<file path="config.mk">
export PLATFORM = sky130hd
export DESIGN_NAME = lfsr_encrypt_engine_flat
export DESIGN_NICKNAME = d
export VERILOG_FILES = /design/src/rtl/lfsr_encrypt_engine_if.sv /design/src/rtl/lfsr_encrypt_engine.sv /design/src/flat_wrapper.sv
export SDC_FILE = /design/constraint.sdc
export NUM_CORES = 1
export LEC_CHECK = 0
export ABC_AREA = 1
export CORE_ASPECT_RATIO = 2
export CORE_MARGIN = 2
export CORE_UTILIZATION = 58
export CTS_BUF_LIST = sky130_fd_sc_hd__clkbuf_2 sky130_fd_sc_hd__clkbuf_4 sky130_fd_sc_hd__clkbuf_8
export DETAILED_ROUTE_END_ITERATION = 7
export GPL_TIMING_DRIVEN = 0
export MAX_ROUTING_LAYER = met4
export PLACE_DENSITY = 0.86
export SLEW_MARGIN = 0
export SYNTH_ARGS = -nofsm -noshare
export SYNTH_HDL_FRONTEND = slang
export SYNTH_SLANG_ARGS = --single-unit
</file>
<file path="constraint.sdc">
create_clock -name clk -period 6.4 [get_ports clk]
set_clock_uncertainty 0.15 [all_clocks]
set_input_delay 0.64 -clock clk [delete_from_list [all_inputs] [get_ports clk]]
set_output_delay 0.64 -clock clk [all_outputs]
set_load 0.1 [all_outputs]
</file>
<file path="src/rtl/lfsr_encrypt_engine_if.sv">
// Bus between the encrypt engine and its host: start/done handshake plus a
// single-port data memory with one-cycle read latency.
interface lfsr_encrypt_engine_if;
    logic       req;
    logic       ack;
    logic [7:0] mem_addr;
    logic [7:0] mem_rd_data;
    logic       mem_wr_en;
    logic [7:0] mem_wr_data;

    modport master (
        input  req,
        input  mem_rd_data,
        output ack,
        output mem_addr,
        output mem_wr_en,
        output mem_wr_data
    );

    modport slave (
        output req,
        output mem_rd_data,
        input  ack,
        input  mem_addr,
        input  mem_wr_en,
        input  mem_wr_data
    );
endinterface

</file>
<file path="src/rtl/lfsr_encrypt_engine.sv">
// Encrypts the padded plaintext in data memory with a 7-bit LFSR keystream and
// writes 64 ciphertext bytes to DM[OUT_BASE..OUT_BASE+63].
module lfsr_encrypt_engine #(
    parameter int MSG_MAX   = 61,
    parameter int OUT_BASE  = 64,
    parameter int CFG_BASE  = 61,
    parameter bit PARITY_EN = 1'b0
) (
    input  logic                  clk,
    input  logic                  init,
    lfsr_encrypt_engine_if.master bus
);

    typedef enum logic [2:0] {
        S_IDLE, S_CFG0, S_CFG1, S_CFG2, S_CFG3, S_RD, S_WR, S_DONE
    } state_t;

    localparam logic [7:0] MSG_MAX_B  = 8'(MSG_MAX);
    localparam logic [7:0] OUT_BASE_B = 8'(OUT_BASE);
    localparam logic [7:0] CFG_BASE_B = 8'(CFG_BASE);

    state_t      r_state;
    state_t      w_state_nxt;
    logic        r_req_q;
    logic [5:0]  r_pre;
    logic [6:0]  r_taps;
    logic [6:0]  r_lfsr;
    logic [5:0]  r_idx;

    logic [7:0]  w_k;
    logic        w_in_msg;
    logic [7:0]  w_ch;
    logic [7:0]  w_cipher;
    logic        w_fb;

    // Shift the printable range down to 0x00 and mask with the keystream;
    // the MSB carries odd parity over the 7 data bits when enabled.
    function automatic logic [7:0] encrypt_byte(input logic [7:0] ch, input logic [6:0] key);
        logic [7:0] diff;
        logic [6:0] enc;
        diff = ch - 8'h20;
        enc  = diff[6:0] ^ key;
        return {(PARITY_EN ? ~^enc : 1'b0), enc};
    endfunction

    assign w_k      = {2'b00, r_idx} - {2'b00, r_pre};
    assign w_in_msg = (r_idx >= r_pre) && (w_k < MSG_MAX_B);
    assign w_ch     = w_in_msg ? bus.mem_rd_data : 8'h20;
    assign w_cipher = encrypt_byte(w_ch, r_lfsr);
    assign w_fb     = ^(r_lfsr & r_taps);

    always_ff @(posedge clk) begin
        if (init) begin
            r_state <= S_IDLE;
            r_req_q <= 1'b0;
            r_lfsr  <= 7'h00;
            r_idx   <= 6'd0;
        end else begin
            r_state <= w_state_nxt;
            r_req_q <= bus.req;
            case (r_state)
                S_CFG1: r_pre  <= bus.mem_rd_data[5:0];
                S_CFG2: r_taps <= bus.mem_rd_data[6:0];
                S_CFG3: begin
                    // An all-zero seed would lock the LFSR, so it is promoted to 1.
                    r_lfsr <= (bus.mem_rd_data[6:0] == 7'h00) ? 7'h01 : bus.mem_rd_data[6:0];
                    r_idx  <= 6'd0;
                end
                S_WR: begin
                    r_lfsr <= {r_lfsr[5:0], w_fb};
                    r_idx  <= r_idx + 6'd1;
                end
                default: ;
            endcase
        end
    end

    always_comb begin
        w_state_nxt     = r_state;
        bus.ack         = 1'b0;
        bus.mem_addr    = 8'h00;
        bus.mem_wr_en   = 1'b0;
        bus.mem_wr_data = 8'h00;
        case (r_state)
            S_IDLE: if (r_req_q && !bus.req) w_state_nxt = S_CFG0;
            S_CFG0: begin
                bus.mem_addr = CFG_BASE_B;
                w_state_nxt  = S_CFG1;
            end
            S_CFG1: begin
                bus.mem_addr = CFG_BASE_B + 8'd1;
                w_state_nxt  = S_CFG2;
            end
            S_CFG2: begin
                bus.mem_addr = CFG_BASE_B + 8'd2;
                w_state_nxt  = S_CFG3;
            end
            S_CFG3: w_state_nxt = S_RD;
            S_RD: begin
                bus.mem_addr = w_in_msg ? w_k : 8'h00;
                w_state_nxt  = S_WR;
            end
            S_WR: begin
                bus.mem_addr    = OUT_BASE_B + {2'b00, r_idx};
                bus.mem_wr_en   = 1'b1;
                bus.mem_wr_data = w_cipher;
                w_state_nxt     = (r_idx == 6'd63) ? S_DONE : S_RD;
            end
            S_DONE: begin
                bus.ack = 1'b1;
                if (bus.req) w_state_nxt = S_IDLE;
            end
            default: w_state_nxt = S_IDLE;
        endcase
    end

endmodule

</file>
<file path="src/flat_wrapper.sv">
// flat-port wrapper written by rule: the top's interface ports become plain ports
module lfsr_encrypt_engine_flat 
#(
    parameter int MSG_MAX   = 61,
    parameter int OUT_BASE  = 64,
    parameter int CFG_BASE  = 61,
    parameter bit PARITY_EN = 1'b0
)
  (clk, init, bus_req, bus_mem_rd_data, bus_ack, bus_mem_addr, bus_mem_wr_en, bus_mem_wr_data);
  lfsr_encrypt_engine_if bus_i ();
  input  logic clk;
  input  logic init;
  input wire logic [$bits(bus_i.req)-1:0] bus_req;
  input wire logic [$bits(bus_i.mem_rd_data)-1:0] bus_mem_rd_data;
  output wire logic [$bits(bus_i.ack)-1:0] bus_ack;
  output wire logic [$bits(bus_i.mem_addr)-1:0] bus_mem_addr;
  output wire logic [$bits(bus_i.mem_wr_en)-1:0] bus_mem_wr_en;
  output wire logic [$bits(bus_i.mem_wr_data)-1:0] bus_mem_wr_data;
  assign bus_i.req = bus_req;
  assign bus_i.mem_rd_data = bus_mem_rd_data;
  assign bus_ack = bus_i.ack;
  assign bus_mem_addr = bus_i.mem_addr;
  assign bus_mem_wr_en = bus_i.mem_wr_en;
  assign bus_mem_wr_data = bus_i.mem_wr_data;
  lfsr_encrypt_engine #(.MSG_MAX(MSG_MAX), .OUT_BASE(OUT_BASE), .CFG_BASE(CFG_BASE), .PARITY_EN(PARITY_EN)) u_core (.clk(clk), .init(init), .bus(bus_i));
endmodule
</file>
### Word-level counts from Yosys, hierarchy flattened

Index checks and enable logic that the tools add are counted.

| storage, ports and cells | value |
|---|---|
| register bits after elaboration | 30 |
| latch bits | 0 |
| bits in writable memories | 0 |
| bits in read-only memories | 0 |
| input bits | 11 |
| output and inout bits | 18 |
| logic and storage cells | 48 |
| memories | 0 |

| operators by class | value |
|---|---|
| $add $sub $neg | 4 |
| multipliers | 0 |
| divide/modulo/power cells | 0 |
| $lt $le $gt $ge | 2 |
| equal/unequal tests | 10 |
| shifts and indexed selects | 0 |
| mux-type cells | 13 |
| bitwise logic cells | 3 |
| reduce and logical (&&, ||, !) cells | 10 |

Operators with widths:

| cell | count |
|---|---|
| 8-bit one-hot mux with 5 select lines | 1 |
| 3-bit one-hot mux with 8 select lines | 1 |
| 7-bit two-way mux | 3 |
| 7-bit one-hot mux with 2 select lines | 1 |
| 3-bit == test (second input constant) | 4 |
| 6-bit one-hot mux with 2 select lines | 1 |
| 7-bit by 6-bit adder with 8-bit output (first input constant) | 1 |
| 8-bit by 6-bit < comparator with 1-bit output (second input constant) | 1 |
| 8-bit two-way mux | 1 |
| 7-bit AND | 1 |
| 7-bit zero test | 1 |
| 7-bit XOR reduction | 1 |
| 6-bit by 6-bit subtractor with 7-bit output | 1 |
| 7-bit by 6-bit subtractor with 7-bit output (second input constant) | 1 |
| 7-bit bitwise XOR | 1 |
| 6-bit by 1-bit adder with 6-bit output (second input constant) | 1 |
| 3-bit by 2-bit == test with 1-bit output (second input constant) | 2 |
| 6-bit == test (second input constant) | 1 |
| 6-bit greater-or-equal comparator | 1 |
| 3-bit two-way mux | 2 |
| 2-bit AND reduction | 3 |
| 3-bit by 1-bit == test with 1-bit output (second input constant) | 1 |
| 3-bit zero test | 1 |
| 1-bit logical AND | 2 |
| 7 further kinds | 8 |

### Logic depth before layout (Yosys ltp)

Gate-level depths: netlist (run 1).

| logic depth | value |
|---|---|
| depth after elaboration | 7 |
| mapped depth | 16 |
| gate-level depth less buffers | 15 |

### Worst setup path after synthesis (run 1)

Ideal clock, no wire load.

| timing | value |
|---|---|
| path kind | register to output |
| start | register u_core.r_idx[0] |
| end | output port bus_mem_addr[3] |
| data arrival time | 3.057 ns |
| required time | 5.610 ns |
| path slack | 2.553 ns |
| stages on the path, launching flop included | 12 |
| buffers on the path | 0 |
| cell sequence | dfxtp_1 -> inv_1 -> ha_1 -> inv_1 -> fa_1 -> nor2_1 -> nor2_1 -> nand3_1 -> nor2_2 -> nand2_2 -> nand2_1 -> o211ai_1 |

| on the way | value |
|---|---|
| longest elaborated chain between the ends | 5 |
| elaborated cells on any way between the ends | 7 |
| classes of those cells | add/sub: 2; order compare: 2; mux: 2; reduce/logical: 1 |

RTL lines:

| item | line | source |
|---|---|---|
| start: declaration | lfsr_encrypt_engine.sv:28 | `logic [5:0] r_idx;` |
| start signal: assignment | lfsr_encrypt_engine.sv:71 | `r_idx <= r_idx + 6'd1;` |
| 6-bit by 6-bit subtractor with 7-bit output | lfsr_encrypt_engine.sv:46 | `assign w_k = {2'b00, r_idx} - {2'b00, r_pre};` |
| 8-bit by 6-bit < comparator with 1-bit output | lfsr_encrypt_engine.sv:47 | `assign w_in_msg = (r_idx >= r_pre) && (w_k < MSG_MAX_B);` |
| 1-bit logical AND | lfsr_encrypt_engine.sv:47 |  |
| 8-bit two-way mux | lfsr_encrypt_engine.sv:100 | `bus.mem_addr = w_in_msg ? w_k : 8'h00;` |
| 8-bit one-hot mux with 5 select lines (*) | lfsr_encrypt_engine.sv:84 | `case (r_state)` |
| end: declaration | flat_wrapper.sv:16 | `output wire logic [$bits(bus_i.mem_addr)-1:0] bus_mem_addr;` |

Every way passes the cells marked *; elsewhere a longest branch is shown, timed or not.

### Final worst setup path (run 1)

| timing | value |
|---|---|
| start | register u_core.r_idx[0] |
| end | output port bus_mem_wr_data[1] |

| on the way | value |
|---|---|
| longest elaborated chain between the ends | 7 |
| elaborated cells on any way between the ends | 8 |
| classes of those cells | add/sub: 2; order compare: 2; mux: 2; bitwise: 1; reduce/logical: 1 |

RTL lines:

| item | line | source |
|---|---|---|
| 6-bit by 6-bit subtractor with 7-bit output | lfsr_encrypt_engine.sv:46 |  |
| 8-bit by 6-bit < comparator with 1-bit output | lfsr_encrypt_engine.sv:47 |  |
| 1-bit logical AND (*) | lfsr_encrypt_engine.sv:47 |  |
| 7-bit two-way mux (*) | lfsr_encrypt_engine.sv:48 | `assign w_ch = w_in_msg ? bus.mem_rd_data : 8'h20;` |
| 7-bit by 6-bit subtractor with 7-bit output (*) | lfsr_encrypt_engine.sv:41 | `diff = ch - 8'h20;` |
| 7-bit bitwise XOR (*) | lfsr_encrypt_engine.sv:42 | `enc = diff[6:0] ^ key;` |
| 7-bit two-way mux (*) | lfsr_encrypt_engine.sv:84 |  |
| end: declaration | flat_wrapper.sv:18 | `output wire logic [$bits(bus_i.mem_wr_data)-1:0] bus_mem_wr_data;` |

Marks and branches as above.

==> impl_metrics.env, run 1 <==
export IMPL_fin_setup_tns_ns=0
export IMPL_io_buffer_count=25
export IMPL_post_route_min_period_ns=4.40
export IMPL_worst_setup_hold_path_clk_slew_ns=0.06
export IMPL_grt_pass1_wl_um=7650
export IMPL_finalMaxSlewViolations=0
export IMPL_class_of_the_tightest_hold_or_removal_check="flip-flop to flip-flop"
export IMPL_setup_viol_count_final=0
export IMPL_fmax_mhz=228
export IMPL_grt_overflow_total=0
export IMPL_postRouteAntennaNets=0
export IMPL_cp_arrival_ns=3.61
export IMPL_clock_tree_htree_level_count=2
export IMPL_detail_route_drc_violations=0
export IMPL_required_ns=5.61
export IMPL_grt_pass1_vias=1792
export IMPL_synth_top_flop_cell="sky130_fd_sc_hd__dfxtp_1"
export IMPL_worst_slew_pin_transition_ns=1.21
export IMPL_clock_tree_buffer_depth=2
export IMPL_synth_distinct_cells=33
export IMPL_postSynthCellCount=282
export IMPL_crit_type="flip-flop to output port"
export IMPL_crit_path_max_fanout=10
export IMPL_timing_critical_path_cells="inv_1, ha_1, inv_1, fa_1, nor2_1, nor2_1, nand3_1, nor2_2, nand2_2, buf_6, nand3_2, nand2_1, inv_1, nor2_1, clkdlybuf4s50_1"
export IMPL_wl_um=4850
export IMPL_chipWidth_um=45.5
export IMPL_most_area_hungry_cell_type_in_the_yosys_netlist="sky130_fd_sc_hd__edfxtp_1"
export IMPL_dp_hpwl_um=3780
export IMPL_core_area_sq_um=3340
export IMPL_place_area_sq_um=2290
export IMPL_final_cell_area_sq_um=2370
export IMPL_wl_per_cell_um=13.9
export IMPL_synth_edff_count=13
export IMPL_cts_hold_repair_buffers=0
export IMPL_detail_route_first_pass_iterations=5
export IMPL_grt_setup_unrepaired="false"
export IMPL_setup_worst_path_start_class="flip-flop"
export IMPL_post_cts_setup_buffers=0
export IMPL_power_density_cell_area_nw_per_um2=218
export IMPL_effective_utilization_at_floorplan_pct=59.7
export IMPL_cts_buffers=5
export IMPL_cts_repair_resize_count=0
export IMPL_numClockSinks=30
export IMPL_register_area_share_after_synthesis_pct=36.7
export IMPL_layout_drive_gt1_share_pct=8.86
export IMPL_initial_antenna_violation_count=0
export IMPL_synthMostInstantiatedCell="sky130_fd_sc_hd__nand2_1"
export IMPL_cp_end_kind="output port"
export IMPL_antenna_cells_inserted=0
export IMPL_clock_tree_root_cell="sky130_fd_sc_hd__clkbuf_8"
export IMPL_floorplan_rows=30
export IMPL_synth_top_cells_by_count="82 x sky130_fd_sc_hd__nand2_1, 45 x sky130_fd_sc_hd__inv_1, 28 x sky130_fd_sc_hd__nor2_1"
export IMPL_grt_max_degree=11
export IMPL_timing_final_hold_violations=0
export IMPL_syn_mean_instance_area_sq_um=7.07
export IMPL_area_growth_pct=19.1
export IMPL_n_fill_cell=285
export IMPL_synth_top_area_share_pct=19.6
export IMPL_clk_insertion_delay_late_ns=0.29
export IMPL_tritoncts_clock_tree="yes"
export IMPL_grtUsageTotal_pct=28.3
export IMPL_die_height_um=86.9
export IMPL_synth_area_sq_um=1990
export IMPL_gp_congestion=0.881
export IMPL_run_status="completed"
export IMPL_detailedRoute_firstIterationViolations=71
export IMPL_final_net_count=334
export IMPL_die_area_sq_um=3950
export IMPL_vdd_ir_drop_max_v=0.000186
export IMPL_detail_route_vias_per_cell=5.62
export IMPL_max_cap_viol_count=0
export IMPL_synth_seq_cells=30
export IMPL_critical_path_slowest_cell="sky130_fd_sc_hd__clkdlybuf4s50_1"
export IMPL_vias_post_dr=1957
export IMPL_timing_slew_headroom_pct=18.9
export IMPL_final_min_period_over_clock_period_pct=68.7
export IMPL_synth_top_cells_by_area="sky130_fd_sc_hd__edfxtp_1 20%, sky130_fd_sc_hd__dfxtp_1 17%, sky130_fd_sc_hd__nand2_1 15%"
export IMPL_leak_nw=1.01
export IMPL_ff2ff_setup_slack_ns=4.38
export IMPL_synth_async_sr_flop_share_pct=0
export IMPL_pin_count=29
export IMPL_worst_slack_ns=2.00
export IMPL_crit_path_max_incr_delay_ns=1.14
export IMPL_ys_warnings_count=0
export IMPL_pre_cts_slack_ns=2.32
[metrics by stage]
stage               std cells  hold slack [ns]  total power, mW  util, %
global placement          340            0.312            0.372     68.5
finish                    348            0.328            0.518     71.0
floorplan                 283            0.300            0.335        -
global route              348            0.367            0.537     71.0
detailed placement        340            0.322            0.373     68.5
CTS                       348            0.330            0.521     71.0
[area by class of cell]
type                       count  area (sq um)  share of cell area (%)
multi-input combinational    195          1020                    43.1
sequential                    30           731                    30.8
timing repair buffer          25           250                    10.5
inverter                      50           188                    7.91
clock buffer                   6          76.3                    3.22
buffer                         8          56.3                    2.37
tap                           32          40.0                    1.69
clock inverter                 2          10.0                   0.422
[registers in the layout, indices dropped and copies added, names as in the netlist]
register and flops:
u_core.r_pre 6, u_core.r_state 3, u_core.r_taps 7, u_core.r_lfsr 7, u_core.r_req_q 1, u_core.r_idx 6
[cells in the final DEF, fill, tap and decap left out, types with 6 or more instances in the layout]
| master | n |
|---|---|
| sky130_fd_sc_hd__nand3_1 | 19 |
| sky130_fd_sc_hd__edfxtp_1 | 13 |
| sky130_fd_sc_hd__nand2_1 | 82 |
| sky130_fd_sc_hd__nand4_1 | 6 |
| sky130_fd_sc_hd__dfxtp_1 | 17 |
| sky130_fd_sc_hd__ha_1 | 7 |
| sky130_fd_sc_hd__o221ai_1 | 6 |
| sky130_fd_sc_hd__clkdlybuf4s50_1 | 25 |
| sky130_fd_sc_hd__nand3_2 | 6 |
| sky130_fd_sc_hd__a21oi_1 | 9 |
| sky130_fd_sc_hd__inv_1 | 45 |
| sky130_fd_sc_hd__nor2_1 | 28 |
[cells by family after synthesis]
| kind of cell | synth area share, % |
|---|---|
| AND/OR/NAND/NOR | 33.6 |
| buffers and inverters | 12.2 |
| flip-flops | 36.7 |
| AO/OA/AOI/OAI | 9.29 |
| adder cells (fa/ha/maj) | 5.40 |
| XOR/XNOR | 2.64 |
| other | 0.188 |
[worst max-delay path: cells and delay by family, from the launching register on]
kind                       cells  cell delay (ns)
and+or+nand+nor                8             0.66
DFF                            1             0.45
adders and majority gates      2             0.64
buffers and inverters          5             1.54
[power breakdown]
group | total, mW | internal (mW) | switching, mW
clock network | 0.149 | 0.0793 | 0.0698
registers | 0.211 | 0.207 | 0.00401
logic | 0.158 | 0.0386 | 0.120
[final timing paths]
path	from	endpoint	depth (start not counted)
max	u_core.r_idx[0]	bus_mem_wr_data[1]	15
min	u_core.r_req_q	u_core.r_state[0]	2
max reg2reg	u_core.r_state[1]	u_core.r_pre[5]	2
min reg2reg	u_core.r_req_q	u_core.r_state[0]	2
[layer usage]
| metal | up-vias | GRT usage, % | wire length, um |
|---|---|---|---|
| li1 | 974 | - | - |
| met1 | 914 | 25.9 | 1640 |
| met2 | 47 | 50.6 | 2820 |
| met3 | 22 | 3.11 | 132 |
| met4 | 0 | 19.3 | 256 |
| met5 | - | - | 0 |
Note: power is estimated with default switching activity, not from simulation.
==> run 2, diff against run 1 <==
- CORE_UTILIZATION: 58 -> 56
- PLACE_DENSITY: 0.86 -> 0.84
- clock period: 6.4 -> 4.5 ns (I/O delays scaled with it)
==> impl_metrics.env, run 2 (synthesized netlist as in run 1, its figures left out) <==
export IMPL_chipWidth_um=46.2
export IMPL_grt_use_met1_pct=26.9
export IMPL_cts_buffers=5
export IMPL_setup_viol_count_final=0
export IMPL_fin_setup_tns_ns=0
export IMPL_required_ns=3.90
export IMPL_wl_per_cell_um=13.7
export IMPL_timing_critical_path_cells="inv_1, ha_1, inv_1, fa_1, nor2_1, nor2_1, nand3_1, nor2_2, nand2_2, buf_6, nand3_2, nand2_1, inv_1, nor2_1, clkdlybuf4s50_1"
export IMPL_hold_worst_slack_ns=0.331
export IMPL_detail_route_first_pass_iterations=5
export IMPL_detail_route_vias_per_cell=5.43
export IMPL_timing_critical_path_max_delay_family="buffers and inverters"
export IMPL_gp_congestion=0.880
export IMPL_area_growth_pct=20.1
export IMPL_setup_worst_path_start_class="flip-flop"
export IMPL_floorplan_rows=30
export IMPL_initial_antenna_violation_count=0
export IMPL_vias_post_dr=1978
export IMPL_ff_latch_area_sq_um=731
export IMPL_die_height_um=88.4
export IMPL_multi_input_comb_area_sq_um=1020
export IMPL_timing_slew_headroom_pct=20.0
export IMPL_place_detailed_instances=356
export IMPL_crit_path_max_incr_delay_ns=1.14
export IMPL_core_area_sq_um=3420
export IMPL_groute_layer_met3_usage_pct=4.08
export IMPL_worst_setup_hold_path_clk_slew_ns=0.07
export IMPL_leak_nw=1.01
export IMPL_power_uw=743
export IMPL_worst_slew_pin_transition_ns=1.19
export IMPL_worst_slack_ns=0.303
export IMPL_power_density_cell_area_nw_per_um2=310
export IMPL_finalMaxSlewViolations=0
export IMPL_pre_cts_slack_ns=0.610
export IMPL_run_status="completed"
export IMPL_effective_utilization_at_floorplan_pct=58.4
export IMPL_n_fill_cell=292
export IMPL_cts_repair_resize_count=0
export IMPL_fmax_mhz=238
export IMPL_postRouteAntennaNets=0
export IMPL_crit_buf_inv=5
export IMPL_crit_path_max_fanout=10
export IMPL_cp_end_kind="output port"
export IMPL_clock_tree_htree_level_count=2
export IMPL_grt_overflow_total=0
export IMPL_cp_arrival_ns=3.60
export IMPL_final_instance_count_excl_fill=364
export IMPL_antenna_cells_inserted=0
export IMPL_class_of_the_tightest_hold_or_removal_check="flip-flop to flip-flop"
export IMPL_grtUsageTotal_pct=28.4
export IMPL_numClockSinks=30
export IMPL_top_usage_layer="met2"
export IMPL_max_cap_viol_count=0
export IMPL_pin_count=29
export IMPL_clk_insertion_delay_late_ns=0.29
export IMPL_vdd_ir_drop_max_v=0.000330
export IMPL_post_cts_setup_buffers=0
export IMPL_dp_hpwl_um=3800
export IMPL_io_buffer_count=25
export IMPL_detail_route_drc_violations=0
export IMPL_cts_hold_repair_buffers=0
export IMPL_gr_usage_met2_pct=50.3
export IMPL_grt_max_degree=11
export IMPL_grt_pass1_wl_um=7950
export IMPL_crit_type="flip-flop to output port"
export IMPL_final_min_period_over_clock_period_pct=93.3
export IMPL_layout_top_registers="u_core.r_lfsr (7), u_core.r_taps (7)"
export IMPL_clock_tree_buffer_depth=2
export IMPL_final_common_cell="sky130_fd_sc_hd__nand2_1"
export IMPL_clock_tree_root_cell="sky130_fd_sc_hd__clkbuf_8"
export IMPL_tritoncts_clock_tree="yes"
export IMPL_wl_um=5000
export IMPL_die_area_sq_um=4080
export IMPL_grt_setup_unrepaired="false"
export IMPL_grt_pass1_vias=1784
export IMPL_layout_drive_gt1_share_pct=8.86
export IMPL_layout_common_cells="82 x sky130_fd_sc_hd__nand2_1, 45 x sky130_fd_sc_hd__inv_1, 28 x sky130_fd_sc_hd__nor2_1"
export IMPL_detailedRoute_firstIterationViolations=74
export IMPL_final_net_count=334
export IMPL_critical_path_slowest_cell="sky130_fd_sc_hd__clkdlybuf4s50_1"
export IMPL_timing_final_hold_violations=0
export IMPL_post_route_min_period_ns=4.20
==> run 2: cell counts in the layout (fill, tap and decap cells not counted) <==
No cell type changed its count.
==> run 2: tightest hold or removal path, delay by kind of cell, from the launching register on <==
family | cells | cell delay (ns)
AO/OA/AOI/OAI | 1 | 0.07
flip-flops | 1 | 0.30
AND/OR/NAND/NOR | 1 | 0.06
==> run 2: cell type report <==
class | count | area share [%]
Clock inverter | 2 | 0.418
Inverter | 50 | 7.84
Timing Repair Buffer | 25 | 10.5
Sequential cell | 30 | 30.5
Multi-Input combinational cell | 195 | 42.7
Tap cell | 48 | 2.51
Clock buffer | 6 | 3.19
Buffer | 8 | 2.35
==> run 2: layer usage <==
metal | up-vias | routed length, um
li1 | 975 | -
met2 | 66 | 2810
met5 | - | 0
met4 | 0 | 235
met3 | 22 | 181
met1 | 915 | 1770
==> run 2: path summary, 6_finish.rpt <==
kind / cells after the start / start / slack, ns / to
worst max-delay path: 15 / u_core.r_idx[0] / 0.30 / bus_mem_wr_data[4]
worst min-delay path: 2 / u_core.r_req_q / 0.33 / u_core.r_state[0]
worst max register to register: 2 / u_core.r_state[1] / 2.47 / u_core.r_pre[0]
worst min register to register: 2 / u_core.r_req_q / 0.33 / u_core.r_state[0]
==> run 2: report_power, final <==
part	internal [mW]	total (mW)	leakage (nW)	switching, mW
sequential	0.294	0.300	0.255	0.00602
combinational	0.0550	0.225	0.712	0.170
clock	0.113	0.218	0.0484	0.105
==> run 2: per-stage QoR <==
step / utilization, % / area, sq um
6_report: 70.1 / 2390
5_1_grt: 70.1 / 2390
4_1_cts: 70.1 / 2390
3_5_place_dp: 67.5 / 2310
3_3_place_gp: 67.5 / 2310
2_1_floorplan: - / 2000
==> run 3, diff against run 2 <==
- CTS_CLUSTER_SIZE: unset -> 16
- SKIP_LAST_GASP: unset -> 1
==> results of run 3 <==
The final DEF is identical to that of run 2; final timing and power are the same.
